==> src/rtl/xfer_base_station.sv <==
// Purpose: ground-side receiver; grants one scanner at a time, counts drained units into a receive buffer, releases them downstream.
// Latency: grant one edge after eligibility is seen in IDLE; a scanner mem_used decrement lands in buf_used on the next edge.
// Backpressure: a scanner is granted only when its mem_used fits the free buffer space; rd_en drains one unit per cycle while rd_valid.
// Option: define BASE_ROUND_ROBIN_EN for round-robin tie-break between scanners; undefined gives fixed priority to scanner 1.

module xfer_base_station #(
    parameter int BUF_CAP = 255,
    parameter int TIMEOUT = 200
) (
    input  logic       clk,
    input  logic       reset,
    input  logic       rdy_xfer1,
    input  logic       rdy_xfer2,
    input  logic [7:0] mem_used1,
    input  logic [7:0] mem_used2,
    input  logic [2:0] state1,
    input  logic [2:0] state2,
    input  logic       rd_en,
    output logic       xfer1,
    output logic       xfer2,
    output logic [8:0] buf_used,
    output logic       rd_valid,
    output logic       xfer_done,
    output logic       timeout_err,
    output logic       ovf,
    output logic [7:0] xfer_count,
    output logic [1:0] bs_state
);

    typedef enum logic [1:0] {
        IDLE  = 2'd0,
        GRANT = 2'd1,
        RECV  = 2'd2,
        DONE  = 2'd3
    } state_t;

    localparam logic [2:0] ST_XFERRING = 3'b101;
    localparam logic [9:0] CAP         = 10'(BUF_CAP);
    localparam logic [9:0] TO_LAST     = 10'(TIMEOUT - 1);

    // sel/last encoding: 0 = scanner 1, 1 = scanner 2
    state_t     state_q, state_d;
    logic       sel_q, sel_d;
    logic       last_q, last_d;
    logic [9:0] tcnt_q, tcnt_d;
    logic [7:0] prev_q, prev_d;
    logic [8:0] buf_q, buf_d;
    logic       ovf_q, ovf_d;
    logic       done_q, done_d;
    logic       terr_q, terr_d;
    logic [7:0] cnt_q, cnt_d;
    logic       xfer1_q, xfer1_d;
    logic       xfer2_q, xfer2_d;

    logic [7:0] mem_sel;
    logic [2:0] st_sel;
    logic [9:0] room;
    logic       elig1, elig2;
    logic       pick;
    logic [7:0] delta;
    logic       drain;
    logic [9:0] sum;

    assign mem_sel = sel_q ? mem_used2 : mem_used1;
    assign st_sel  = sel_q ? state2 : state1;
    assign room    = CAP - {1'b0, buf_q};
    assign elig1   = rdy_xfer1 && (room >= {2'b00, mem_used1});
    assign elig2   = rdy_xfer2 && (room >= {2'b00, mem_used2});

`ifdef BASE_ROUND_ROBIN_EN
    // On a tie serve whichever scanner was not served last
    assign pick = (elig1 && elig2) ? ~last_q : elig2;
`else
    // Scanner 1 wins every tie
    assign pick = elig2 && !elig1;
`endif

    // Next-state logic: arbitration, grant timeout, credit extraction, completion bookkeeping
    always_comb begin
        state_d = state_q;
        sel_d   = sel_q;
        last_d  = last_q;
        tcnt_d  = tcnt_q;
        prev_d  = prev_q;
        terr_d  = 1'b0;
        delta   = 8'd0;
        unique case (state_q)
            IDLE: begin
                if (elig1 || elig2) begin
                    sel_d   = pick;
                    tcnt_d  = 10'd0;
                    state_d = GRANT;
                end
            end
            GRANT: begin
                if (st_sel == ST_XFERRING) begin
                    prev_d  = mem_sel;
                    state_d = RECV;
                end else if (tcnt_q == TO_LAST) begin
                    terr_d  = 1'b1;
                    state_d = IDLE;
                end else begin
                    tcnt_d = tcnt_q + 10'd1;
                end
            end
            RECV: begin
                // the exit cycle's decrement is still credited
                if (mem_sel < prev_q) begin
                    delta = prev_q - mem_sel;
                end
                prev_d = mem_sel;
                if (st_sel != ST_XFERRING) begin
                    state_d = DONE;
                end
            end
            DONE: begin
                state_d = IDLE;
            end
            default: begin
                state_d = IDLE;
            end
        endcase

        // Outputs are registered from the next state so xfer drops on the edge entering DONE
        xfer1_d = ((state_d == GRANT) || (state_d == RECV)) && !sel_d;
        xfer2_d = ((state_d == GRANT) || (state_d == RECV)) && sel_d;
        done_d  = (state_d == DONE);
        cnt_d   = cnt_q;
        if (state_d == DONE) begin
            cnt_d  = cnt_q + 8'd1;
            last_d = sel_q;
        end
    end

    // Buffer occupancy: net credit and drain in one step, clamp at capacity and flag the clip
    always_comb begin
        drain = rd_en && (buf_q != 9'd0);
        sum   = {1'b0, buf_q} + {2'b00, delta} - {9'd0, drain};
        buf_d = sum[8:0];
        ovf_d = ovf_q;
        if (sum > CAP) begin
            buf_d = CAP[8:0];
            ovf_d = 1'b1;
        end
    end

    // State and output registers with synchronous reset; last starts at scanner 2 so scanner 1 wins the first tie
    always_ff @(posedge clk) begin
        if (reset) begin
            state_q <= IDLE;
            sel_q   <= 1'b0;
            last_q  <= 1'b1;
            tcnt_q  <= 10'd0;
            prev_q  <= 8'd0;
            buf_q   <= 9'd0;
            ovf_q   <= 1'b0;
            done_q  <= 1'b0;
            terr_q  <= 1'b0;
            cnt_q   <= 8'd0;
            xfer1_q <= 1'b0;
            xfer2_q <= 1'b0;
        end else begin
            state_q <= state_d;
            sel_q   <= sel_d;
            last_q  <= last_d;
            tcnt_q  <= tcnt_d;
            prev_q  <= prev_d;
            buf_q   <= buf_d;
            ovf_q   <= ovf_d;
            done_q  <= done_d;
            terr_q  <= terr_d;
            cnt_q   <= cnt_d;
            xfer1_q <= xfer1_d;
            xfer2_q <= xfer2_d;
        end
    end

    assign xfer1       = xfer1_q;
    assign xfer2       = xfer2_q;
    assign buf_used    = buf_q;
    assign rd_valid    = (buf_q != 9'd0);
    assign xfer_done   = done_q;
    assign timeout_err = terr_q;
    assign ovf         = ovf_q;
    assign xfer_count  = cnt_q;
    assign bs_state    = state_q;

endmodule

==> config.mk <==
export PLATFORM = sky130hd
export DESIGN_NAME = xfer_base_station
export DESIGN_NICKNAME = d
export VERILOG_FILES = /design/src/rtl/xfer_base_station.sv
export SDC_FILE = /design/constraint.sdc
export NUM_CORES = 1
export LEC_CHECK = 0
export BUFFER_PORTS_ARGS = -buffer_cell sky130_fd_sc_hd__buf_2
export CELL_PAD_IN_SITES_DETAIL_PLACEMENT = 1
export CELL_PAD_IN_SITES_GLOBAL_PLACEMENT = 1
export CORE_MARGIN = 2
export CORE_UTILIZATION = 46
export DETAILED_ROUTE_END_ITERATION = 10
export PLACE_DENSITY_LB_ADDON = 0.1
export SETUP_SLACK_MARGIN = 0.05
export SYNTH_ARGS = -nofsm -noshare
export SYNTH_HDL_FRONTEND = slang
export SYNTH_SLANG_ARGS = --single-unit
==> constraint.sdc <==
create_clock -name clk -period 7.5 [get_ports clk]
set_input_delay 0.375 -clock clk [delete_from_list [all_inputs] [get_ports clk]]
set_output_delay 0.375 -clock clk [all_outputs]
set_load 0.01 [all_outputs]
==> flow_metrics.py <==
metrics = {
    "power": {
        "internal_power_uw": 679.9,
        "max-vdd-ir-drop_uv": 202.8,
        "comb_power_share_pct": 55.1,
        "clockPowerShare_pct": 18.2,
        "pwr-share-seq_pct": 26.7,
        "power.switching_uw": 487.2,
        "total_power_mw": 1.167,
        "p_per_area_nw_per_um2": 332.7,
        "p_sw_share_pct": 41.75,
        "p_leak_nw": 1.684,
    },
    "synthesis": {
        "netlist-cell-type-count": 53,
        "synth_area_leaders": "dfxtp_1, ha_1, inv_1",
        "syn-num-nets": 435,
        "ys_seq_area_share_pct": 28.09,
        "yosysTopAreaCellShare_pct": 28.09,
        "ys_seq_elements": 43,
        "netlist_area_um2": 3064,
        "synth_edf_count": 0,
        "synthArstFlopShare_pct": 0,
        "yosys.area.top_type": "dfxtp_1",
        "synth_warnings": 0,
        "avgSynthCellArea_um2": 8.465,
        "syn_inst": 362,
        "ys.flop_type": "dfxtp_1",
    },
    "sta": {
        "hold_viol": 0,
        "clock.fmax_ghz": 0.2025,
        "skew_ps": 7.539,
        "fin_crit_ps": 4939,
        "slew_headroom_pct": 52.49,
        "fin_crit_sh_pct": 65.85,
        "setup_viol": 0,
        "fin_ws_ps": 2561,
        "slew_violations": 0,
        "worst_pin_slew_ps": 712.7,
        "fin_setup_tns_ps": 0,
        "grt_setup_unrepaired": "no",
    },
    "global_routing": {
        "grt_max_degree": 40,
        "grt_pass1_vias": 2742,
        "grt_pass1_wl_um": 12970,
        "track_usage_pct": 22.02,
        "grt_overflow_total": 0,
        "antenna_found_initial": 0,
    },
    "critical_path": {
        "reg2reg_from": "sel_q$_SDFF_PP0_",
        "cp-end-kind": "register",
        "critical_path_arrival_ps": 5070,
        "cpLargestDelayFamily": "compound AO/OA/AOI/OAI gates",
        "crit_top_cell": "ha_1",
        "crit_type": "reg2reg",
        "path_max_fanout": 11,
        "path_cells": "mux2_2 -> ha_1 -> fa_1 -> nor2b_1 -> o21a_1 -> o21ai_1 -> a21oi_1 -> o31a_2 -> or3b_2 -> ha_1 -> inv_1 -> ha_1 -> a21oi_1 -> nand2_1 -> a31oi_1 -> xnor2_1 -> o221ai_2 -> o21ai_0",
        "worst-path-buf-inv": 1,
        "crit_path_start_kind": "register",
        "critPathRequiredTime_ps": 7640,
        "r2r-end": "buf_used[6]$_SDFF_PP0_",
        "rrSetupSlack_ps": 2560,
        "reg2regPathDepth": 18,
        "crit_slowest_cell": "dfxtp_1",
        "crit_path_max_incr_delay_ps": 700,
    },
    "min_path": {
        "min_to": "ovf$_SDFFE_PP0N_",
        "min_from": "ovf$_SDFFE_PP0N_",
        "hold_path.class": "reg2reg",
        "hold_depth": 2,
    },
    "placed_design": {
        "portBuffers": 51,
        "dp.final_hpwl_um": 6232,
        "dp_slack_ps": 2597,
        "gp_congestion": 0.8351,
        "place_area_um2": 3376,
    },
    "finish": {
        "fillers": 813,
        "nNetsFinal": 484,
        "final_area_um2": 3508,
        "area_delta_synth_final_pct": 14.50,
        "drive_gt1_share_pct": 16.99,
        "insertedDiodeCount": 0,
        "register_area_um2": 860.8,
        "multi_input_area_um2": 1979,
    },
    "detailed_routing": {
        "drtIter0Drc": 78,
        "drtPass1Iterations": 4,
        "detail-route-antenna-nets": 0,
        "via_per_inst": 5.501,
        "wl_per_cell_um": 15.98,
        "routed_wl_um": 7812,
        "via_count": 2690,
        "drc": 0,
    },
    "floorplanning": {
        "dieArea_um2": 7330,
        "start_util_pct": 47.98,
        "core_area_um2": 6386,
        "die_height_um": 85.62,
        "io-pin-count": 52,
        "die_w_um": 85.62,
        "rows": 29,
    },
    "clock_tree": {
        "cts_sinks": 43,
        "cts_tree": "done",
        "htreeDepth": 2,
        "hold_buffers": 0,
        "cts_buffers": 5,
        "cts-root-buf": "clkbuf_8",
        "cts.path.max_buffers": 2,
        "clkSlewWorstSetupHoldPaths_ps": 80,
        "clk_latency_ps": 300,
        "post-cts-setup-buffer-count": 0,
        "cts_resized": 0,
    },
    "run_status": {
        "status": "finished clean",
    },
    "job": {
        "drv_cap": 0,
    },
}
## area by class of cell
class / count / share of cell area (%)
clock buffer: 6 / 2.068
tap: 77 / 2.746
clock inverter: 2 / 1.712
multi-input combinational: 261 / 56.42
inverter: 49 / 5.243
timing repair buffer: 51 / 7.275
sequential: 43 / 24.54
## metal layers
layer | global-route usage (%) | vias to the layer above | routed length, µm
li1 | - | 1361 | -
met1 | 27.79 | 1276 | 3519
met2 | 39.42 | 45 | 3958
met3 | 3.561 | 8 | 264
met4 | 4.762 | 0 | 70
met5 | 0 | - | 0
## power by group through the flow
stage	Clock [mW]	Sequential, mW	Combinational, mW
detailed placement	0	0.317	0.634
global placement	0	0.316	0.611
floorplan	0	0.317	0.461
finish	0.212	0.312	0.643
global route	0.227	0.317	0.733
CTS	0.219	0.312	0.646
## cells in the mapped netlist (3+ instances only)
| cell type | n |
|---|---|
| nand4_1 | 11 |
| a211oi_1 | 12 |
| nor2b_1 | 5 |
| a21oi_1 | 11 |
| xor2_1 | 11 |
| xnor2_1 | 12 |
| nor2_1 | 28 |
| ha_1 | 44 |
| nand3_1 | 5 |
| o211ai_1 | 3 |
| mux2i_1 | 8 |
| dfxtp_1 | 43 |
| buf_2 | 5 |
| nand2_1 | 15 |
| and3_1 | 4 |
| clkbuf_1 | 3 |
| and2_1 | 3 |
| nand2b_1 | 6 |
| o21a_1 | 5 |
| a21o_1 | 5 |
| inv_1 | 49 |
| or3_1 | 6 |
| o21ai_0 | 22 |
| nor3_1 | 9 |
## cells in the final DEF (no fill, tap or decap), types with 2 or more instances in the layout
cell	Yosys	routed
ha_1	44	44
a31oi_1	2	2
or3_1	6	6
a2111oi_0	2	2
nor2_1	28	28
nor2b_1	5	5
nand2_1	15	15
bufinv_16	0	2
a21o_1	5	5
o2111ai_1	2	2
fa_1	2	2
or4_1	2	2
and3_1	4	4
and2_1	3	3
nor4_1	2	2
o21a_1	5	5
o21ai_0	22	22
nor3b_1	2	2
mux2i_1	8	8
a41o_1	2	2
a211oi_1	12	12
buf_2	5	51
a21oi_1	11	11
clkbuf_8	0	5
nand3_1	5	5
nand2b_1	6	6
xor2_1	11	11
xnor2_1	12	12
nor3_1	9	9
inv_1	49	49
o211ai_1	3	3
nand4_1	11	11
dfxtp_1	43	43
## worst max-delay path by stage
stage	from	end	slack [ps]	depth (start not counted)
2_1_floorplan	sel_q$_SDFF_PP0_	buf_used[0]$_SDFF_PP0_	3290	19
3_3_place_gp	sel_q$_SDFF_PP0_	buf_used[3]$_SDFF_PP0_	2860	18
3_5_place_dp	sel_q$_SDFF_PP0_	buf_used[6]$_SDFF_PP0_	2600	18
4_1_cts	sel_q$_SDFF_PP0_	buf_used[6]$_SDFF_PP0_	2560	18
5_1_grt	sel_q$_SDFF_PP0_	buf_used[6]$_SDFF_PP0_	2170	18
6_report	sel_q$_SDFF_PP0_	buf_used[6]$_SDFF_PP0_	2560	18
## worst min-delay path: cells and delay by family, from the launching register on
family	cells	cell delay, ps
DFF	1	320
buffers and inverters	1	50
AOI/OAI and AO/OA	1	70
## state kept, by name, summed over array words and instances, names as in the netlist
name,count
tcnt_q,10
buf_used,9
prev_q,8
xfer_count,8
bs_state,2
ovf,1
sel_q,1
timeout_err,1
xfer1,1
xfer2,1
xfer_done,1
## per-stage QoR
step	hold slack [ps]	util, %	std cells
after CTS	483.6	54.94	489
after global placement	457.9	52.86	481
after global routing	498.3	54.94	489
after floorplan	473.1	-	362
final	477.2	54.94	489
after detailed placement	474.8	52.86	481
## cells by family after synthesis
logic type / count (synthesis) / share of synthesized area, %
other cells: 1 / 0.1224
mux: 9 / 2.981
xor+xnor: 24 / 7.105
simple gates: 108 / 19.27
flops: 43 / 28.09
buf+inv: 58 / 7.309
fa+ha+maj: 46 / 19.27
compound gates: 73 / 15.84
(Power assumes the default switching activity.)
